$ cat src/rtl/sw_conditioner.sv
// Switch input conditioning: two-flop synchroniser, per-bit debounce,
// handshake edge strobes and a data byte latched on handshake rise.
module sw_conditioner #(
  parameter int WIDTH         = 10,
  parameter int DATA_W        = 8,
  parameter int HS_BIT        = 8,
  parameter int STABLE_CYCLES = 3
) (
  input  logic              clk,
  input  logic              reset,
  input  logic [WIDTH-1:0]  SW,
  output logic [WIDTH-1:0]  sw_db,
  output logic              hs_rise,
  output logic              hs_fall,
  output logic [DATA_W-1:0] data_out,
  output logic              data_valid
);

  localparam int CW = $clog2(STABLE_CYCLES + 1);
  localparam logic [CW-1:0] CMAX = CW'(STABLE_CYCLES - 1);

  logic [WIDTH-1:0]         s1_q, s1_d;
  logic [WIDTH-1:0]         s2_q, s2_d;
  logic [WIDTH-1:0]         db_q, db_d;
  logic [WIDTH-1:0][CW-1:0] cnt_q, cnt_d;
  logic                     hs_rise_q, hs_rise_d;
  logic                     hs_fall_q, hs_fall_d;
  logic [DATA_W-1:0]        data_q, data_d;
  logic                     valid_q, valid_d;

  always_comb begin
    s1_d  = SW;
    s2_d  = s1_q;
    db_d  = db_q;
    cnt_d = cnt_q;
    for (int i = 0; i < WIDTH; i++) begin
      if (s2_q[i] == db_q[i]) begin
        cnt_d[i] = '0;
      end else if (cnt_q[i] == CMAX) begin
        db_d[i]  = s2_q[i];
        cnt_d[i] = '0;
      end else begin
        cnt_d[i] = cnt_q[i] + CW'(1);
      end
    end
  end

  // Strobes and latch look at the post-update debounced value so that
  // data bits settling on the handshake edge are captured too.
  always_comb begin
    hs_rise_d = db_d[HS_BIT] & ~db_q[HS_BIT];
    hs_fall_d = ~db_d[HS_BIT] & db_q[HS_BIT];
    data_d    = data_q;
    valid_d   = valid_q;
    if (hs_rise_d) begin
      data_d  = db_d[DATA_W-1:0];
      valid_d = 1'b1;
    end else if (hs_fall_d) begin
      valid_d = 1'b0;
    end
  end

  always_ff @(posedge clk) begin
    if (reset) begin
      s1_q      <= '0;
      s2_q      <= '0;
      db_q      <= '0;
      cnt_q     <= '0;
      hs_rise_q <= 1'b0;
      hs_fall_q <= 1'b0;
      data_q    <= '0;
      valid_q   <= 1'b0;
    end else begin
      s1_q      <= s1_d;
      s2_q      <= s2_d;
      db_q      <= db_d;
      cnt_q     <= cnt_d;
      hs_rise_q <= hs_rise_d;
      hs_fall_q <= hs_fall_d;
      data_q    <= data_d;
      valid_q   <= valid_d;
    end
  end

  assign sw_db      = db_q;
  assign hs_rise    = hs_rise_q;
  assign hs_fall    = hs_fall_q;
  assign data_out   = data_q;
  assign data_valid = valid_q;

endmodule
$ cat config.mk
export PLATFORM = sky130hd
export DESIGN_NAME = sw_conditioner
export DESIGN_NICKNAME = d
export VERILOG_FILES = /design/src/rtl/sw_conditioner.sv
export SDC_FILE = /design/constraint.sdc
export NUM_CORES = 1
export LEC_CHECK = 0
export CAP_MARGIN = 40
export CORE_MARGIN = 2
export CORE_UTILIZATION = 56
export CTS_BUF_LIST = sky130_fd_sc_hd__clkbuf_8 sky130_fd_sc_hd__clkbuf_16
export DETAILED_ROUTE_END_ITERATION = 8
export PLACE_DENSITY = 0.83
export SLEW_MARGIN = 5
export SYNTH_ARGS = -nofsm -noshare
export SYNTH_HDL_FRONTEND = slang
export SYNTH_SLANG_ARGS = --single-unit
$ cat constraint.sdc
create_clock -name clk -period 5 [get_ports clk]
set_input_delay 1.5 -clock clk [delete_from_list [all_inputs] [get_ports clk]]
set_output_delay 1.5 -clock clk [all_outputs]
set_load 0.05 [all_outputs]
==> impl_metrics.prom <==
# TYPE chip_impl_metric gauge
chip_impl_info{name="status",value="finished, final reports clean"} 1
chip_impl_metric{name="leakage_component_of_the_power",unit="µW"} 0.000929
chip_impl_info{name="worstSetupStartpointType",value="flop"} 1
chip_impl_metric{name="power-per-cell-area",unit="nW/µm²"} 352
chip_impl_metric{name="post_drt_via_cell_ratio",unit=""} 4.93
chip_impl_metric{name="clk_transition_reported_paths",unit="ns"} 0.06
chip_impl_metric{name="route.vias.total",unit=""} 1327
chip_impl_metric{name="antenna_violating_nets_post_route",unit=""} 0
chip_impl_metric{name="die_area",unit="µm²"} 4210
chip_impl_info{name="timing.critical_path.to_type",value="primary output"} 1
chip_impl_info{name="cell_type_group_with_the_largest_total_delay_on_the_critical_path",value="buffers and inverters"} 1
chip_impl_metric{name="synth.cell_area",unit="µm²"} 2080
chip_impl_metric{name="cts.htree.levels",unit=""} 3
chip_impl_info{name="worst_hold_path_type",value="reg -> reg"} 1
chip_impl_metric{name="postCtsHoldBufs",unit=""} 0
chip_impl_metric{name="cts_resized",unit=""} 0
chip_impl_metric{name="grt_max_degree",unit=""} 33
chip_impl_metric{name="ctsLongestPathBuffers",unit=""} 2
chip_impl_metric{name="grt_overflow_total",unit=""} 0
chip_impl_metric{name="power.ir.vdd_worst",unit="V"} 0.000239
chip_impl_metric{name="synth-seq-cells",unit=""} 61
chip_impl_metric{name="place_congestion",unit=""} 0.656
chip_impl_info{name="post-synth-top-area-cell",value="dfxtp_1"} 1
chip_impl_metric{name="final-instance-count-excl-fill",unit=""} 269
chip_impl_metric{name="setup_viol",unit=""} 0
chip_impl_metric{name="hold_viol_final",unit=""} 0
chip_impl_metric{name="fmax",unit="MHz"} 329
chip_impl_metric{name="clock_skew",unit="ns"} 0.00497
chip_impl_metric{name="syn_area_per_cell",unit="µm²"} 11.4
chip_impl_metric{name="mappedNetlistNets",unit=""} 205
chip_impl_metric{name="antenna_found_initial",unit=""} 0
chip_impl_metric{name="final.hold.worst_slack",unit="ns"} 0.415
chip_impl_metric{name="clk-insertion-delay-late",unit="ns"} 0.32
chip_impl_info{name="clock-root-buffer",value="clkbuf_8"} 1
chip_impl_metric{name="setup_tns",unit="ns"} 0
chip_impl_metric{name="cts_setup_buffers",unit=""} 0
chip_impl_metric{name="port_buffers",unit=""} 32
chip_impl_metric{name="postSynthCellCount",unit=""} 182
chip_impl_metric{name="netlist-cell-type-count",unit=""} 14
chip_impl_metric{name="synth_top_area_share",unit=""} 0.588
chip_impl_metric{name="all_layer_global_routing_usage",unit=""} 0.181
chip_impl_metric{name="layout_net_count",unit=""} 240
chip_impl_metric{name="final_max_slew_viol_count",unit=""} 0
chip_impl_metric{name="n_antenna_cell",unit=""} 0
chip_impl_metric{name="drt_wl_total",unit="µm"} 3220
chip_impl_info{name="worst-setup-path-type",value="reg -> out"} 1
chip_impl_metric{name="cts_sinks",unit=""} 61
chip_impl_metric{name="post_route_cells_drive_above_1_share",unit=""} 0.0769
chip_impl_metric{name="ios",unit=""} 33
chip_impl_metric{name="worstMarginPinSlew",unit="ns"} 0.717
chip_impl_info{name="rsz0062_at_grt",value="no"} 1
chip_impl_metric{name="die_w",unit="µm"} 64.9
chip_impl_metric{name="timing.slew.headroom",unit=""} 0.522
chip_impl_info{name="critical_path.cell_chain",value="clkdlybuf4s50_1"} 1
chip_impl_info{name="cpMaxStageDelayCell",value="clkdlybuf4s50_1"} 1
chip_impl_metric{name="first_global_vias",unit=""} 1316
chip_impl_metric{name="final.fill_count",unit=""} 259
chip_impl_metric{name="dp_cells",unit=""} 254
chip_impl_metric{name="floorplan.rows",unit=""} 22
chip_impl_metric{name="worstPathArrival",unit="ns"} 1.54
chip_impl_metric{name="required",unit="ns"} 3.50
chip_impl_metric{name="initial_core_util",unit=""} 0.576
chip_impl_metric{name="fin_crit",unit="ns"} 3.04
chip_impl_metric{name="synth_warnings",unit=""} 0
chip_impl_info{name="tritoncts_clock_tree",value="built"} 1
chip_impl_metric{name="yosysSeqAreaShare",unit=""} 0.588
chip_impl_metric{name="cts_inserted_buffers",unit=""} 9
chip_impl_metric{name="die-height",unit="µm"} 64.9
chip_impl_info{name="synth_area_leaders",value="dfxtp_1 59%, ha_1 6.6%, nor2b_1 6.6%, nor4_1 6.0%, mux2i_1 4.8%"} 1
chip_impl_metric{name="period_share",unit=""} 0.607
chip_impl_metric{name="layout-area-overhead-vs-synth",unit="%"} 24.5
chip_impl_metric{name="critical_path_buf_inv_count",unit=""} 1
chip_impl_metric{name="hpwl",unit="µm"} 2220
chip_impl_metric{name="crit_path_max_fanout",unit=""} 4
chip_impl_metric{name="grt_first_pass_wirelength",unit="µm"} 5600
chip_impl_metric{name="core_region_area",unit="µm²"} 3610
chip_impl_metric{name="max-cap-violations",unit=""} 0
chip_impl_metric{name="total_power",unit="µW"} 910
chip_impl_metric{name="cpPeakStageDelay",unit="ns"} 0.83
chip_impl_metric{name="drt-pass1-iter-count",unit=""} 4
chip_impl_metric{name="routedWlPerCell",unit="µm"} 12.0
chip_impl_metric{name="drc",unit=""} 0
chip_impl_metric{name="initialDrtViolationCount",unit=""} 66
-- Yosys cell counts, drive strengths merged --
| master | instances |
|---|---|
| dfxtp | 61 |
| nor2b | 22 |
| nor4 | 20 |
| nor2 | 18 |
| ha | 11 |
| inv | 11 |
| mux2i | 10 |
| xnor2 | 10 |
| buf | 9 |
| a211oi | 8 |
| mux2 | 1 |
| nor4b | 1 |
-- stage by stage --
step	setup slack [ns]	utilization	area, µm²
after global placement	2.33	0.660	2380
after floorplan	2.85	-	2080
after detailed placement	2.32	0.668	2410
after CTS	1.94	0.717	2580
after global routing	1.90	0.717	2580
final	1.96	0.717	2580
-- cells by family (layout without fill, tap and decap cells) --
family | count (synthesis) | in the layout | synth area share
AO/OA/AOI/OAI | 8 | 8 | 0.0289
XOR/XNOR | 10 | 10 | 0.0422
adder cells (fa/ha/maj) | 11 | 11 | 0.0663
buffers and inverters | 20 | 59 | 0.0548
flip-flops | 61 | 61 | 0.588
multiplexers | 11 | 11 | 0.0536
AND/OR/NAND/NOR | 61 | 61 | 0.166
-- path summary, 6_finish.rpt --
path                               endpoint      start  slack [ns]  cells after the start
worst max-delay path               sw_db[8]   sw_db[8]        1.96                      1
worst min register to register     cnt_q[6]   cnt_q[6]        0.42                      1
worst min-delay path               cnt_q[6]   cnt_q[6]        0.42                      1
worst max register to register  data_out[7]  cnt_q[16]        3.00                      6
-- power by group --
| group | leakage [µW] | switching [µW] | internal, µW |
|---|---|---|---|
| Clock | 0.000101 | 164 | 213 |
| Sequential | 0.000496 | 4.35 | 496 |
| Combinational | 0.000331 | 14.1 | 17.6 |
| Total | 0.000929 | 183 | 727 |
-- cell usage in the layout, fill, tap and decap left out, drive strengths merged --
cell type,count
clkdlybuf4s50,31
mux2i,10
inv,13
clkbuf,12
clkinv,1
xnor2,10
dfxtp,61
nor2b,22
nor4b,1
mux2,1
nor2,18
a211oi,8
nor4,20
buf,2
ha,11
-- registers in the layout, summed over array words and instances (netlist names) --
register	cells
s2_q	10
data_out	8
cnt_q	20
data_valid	1
hs_rise	1
s1_q	10
hs_fall	1
sw_db	10
-- area by class of cell --
| class | instances | area (µm²) | share of cell area |
|---|---|---|---|
| clock inverters | 3 | 12.5 | 0.00484 |
| inverters | 11 | 41.3 | 0.0160 |
| well taps | 48 | 60.1 | 0.0232 |
| multi-input cells | 101 | 742 | 0.287 |
| repair buffers | 33 | 343 | 0.133 |
| clock buffers | 12 | 165 | 0.0639 |
| flip-flops and latches | 61 | 1220 | 0.472 |
-- routing by layer --
layer	vias up	GRT usage	wire (µm)
met5	-	0	0
met4	0	0.0878	29
met3	5	0.0938	162
met2	29	0.293	1640
met1	604	0.194	1380
li1	689	-	-
-- worst register-to-register path: stages (launching register included) --
cell and delay, ns:
dfxtp_1 0.33, inv_1 0.05, ha_1 0.25, mux2_2 0.25, ha_1 0.61, nor2_1 0.14
a211oi_1 0.27
No activity file was read; power rests on OpenSTA's default activity.
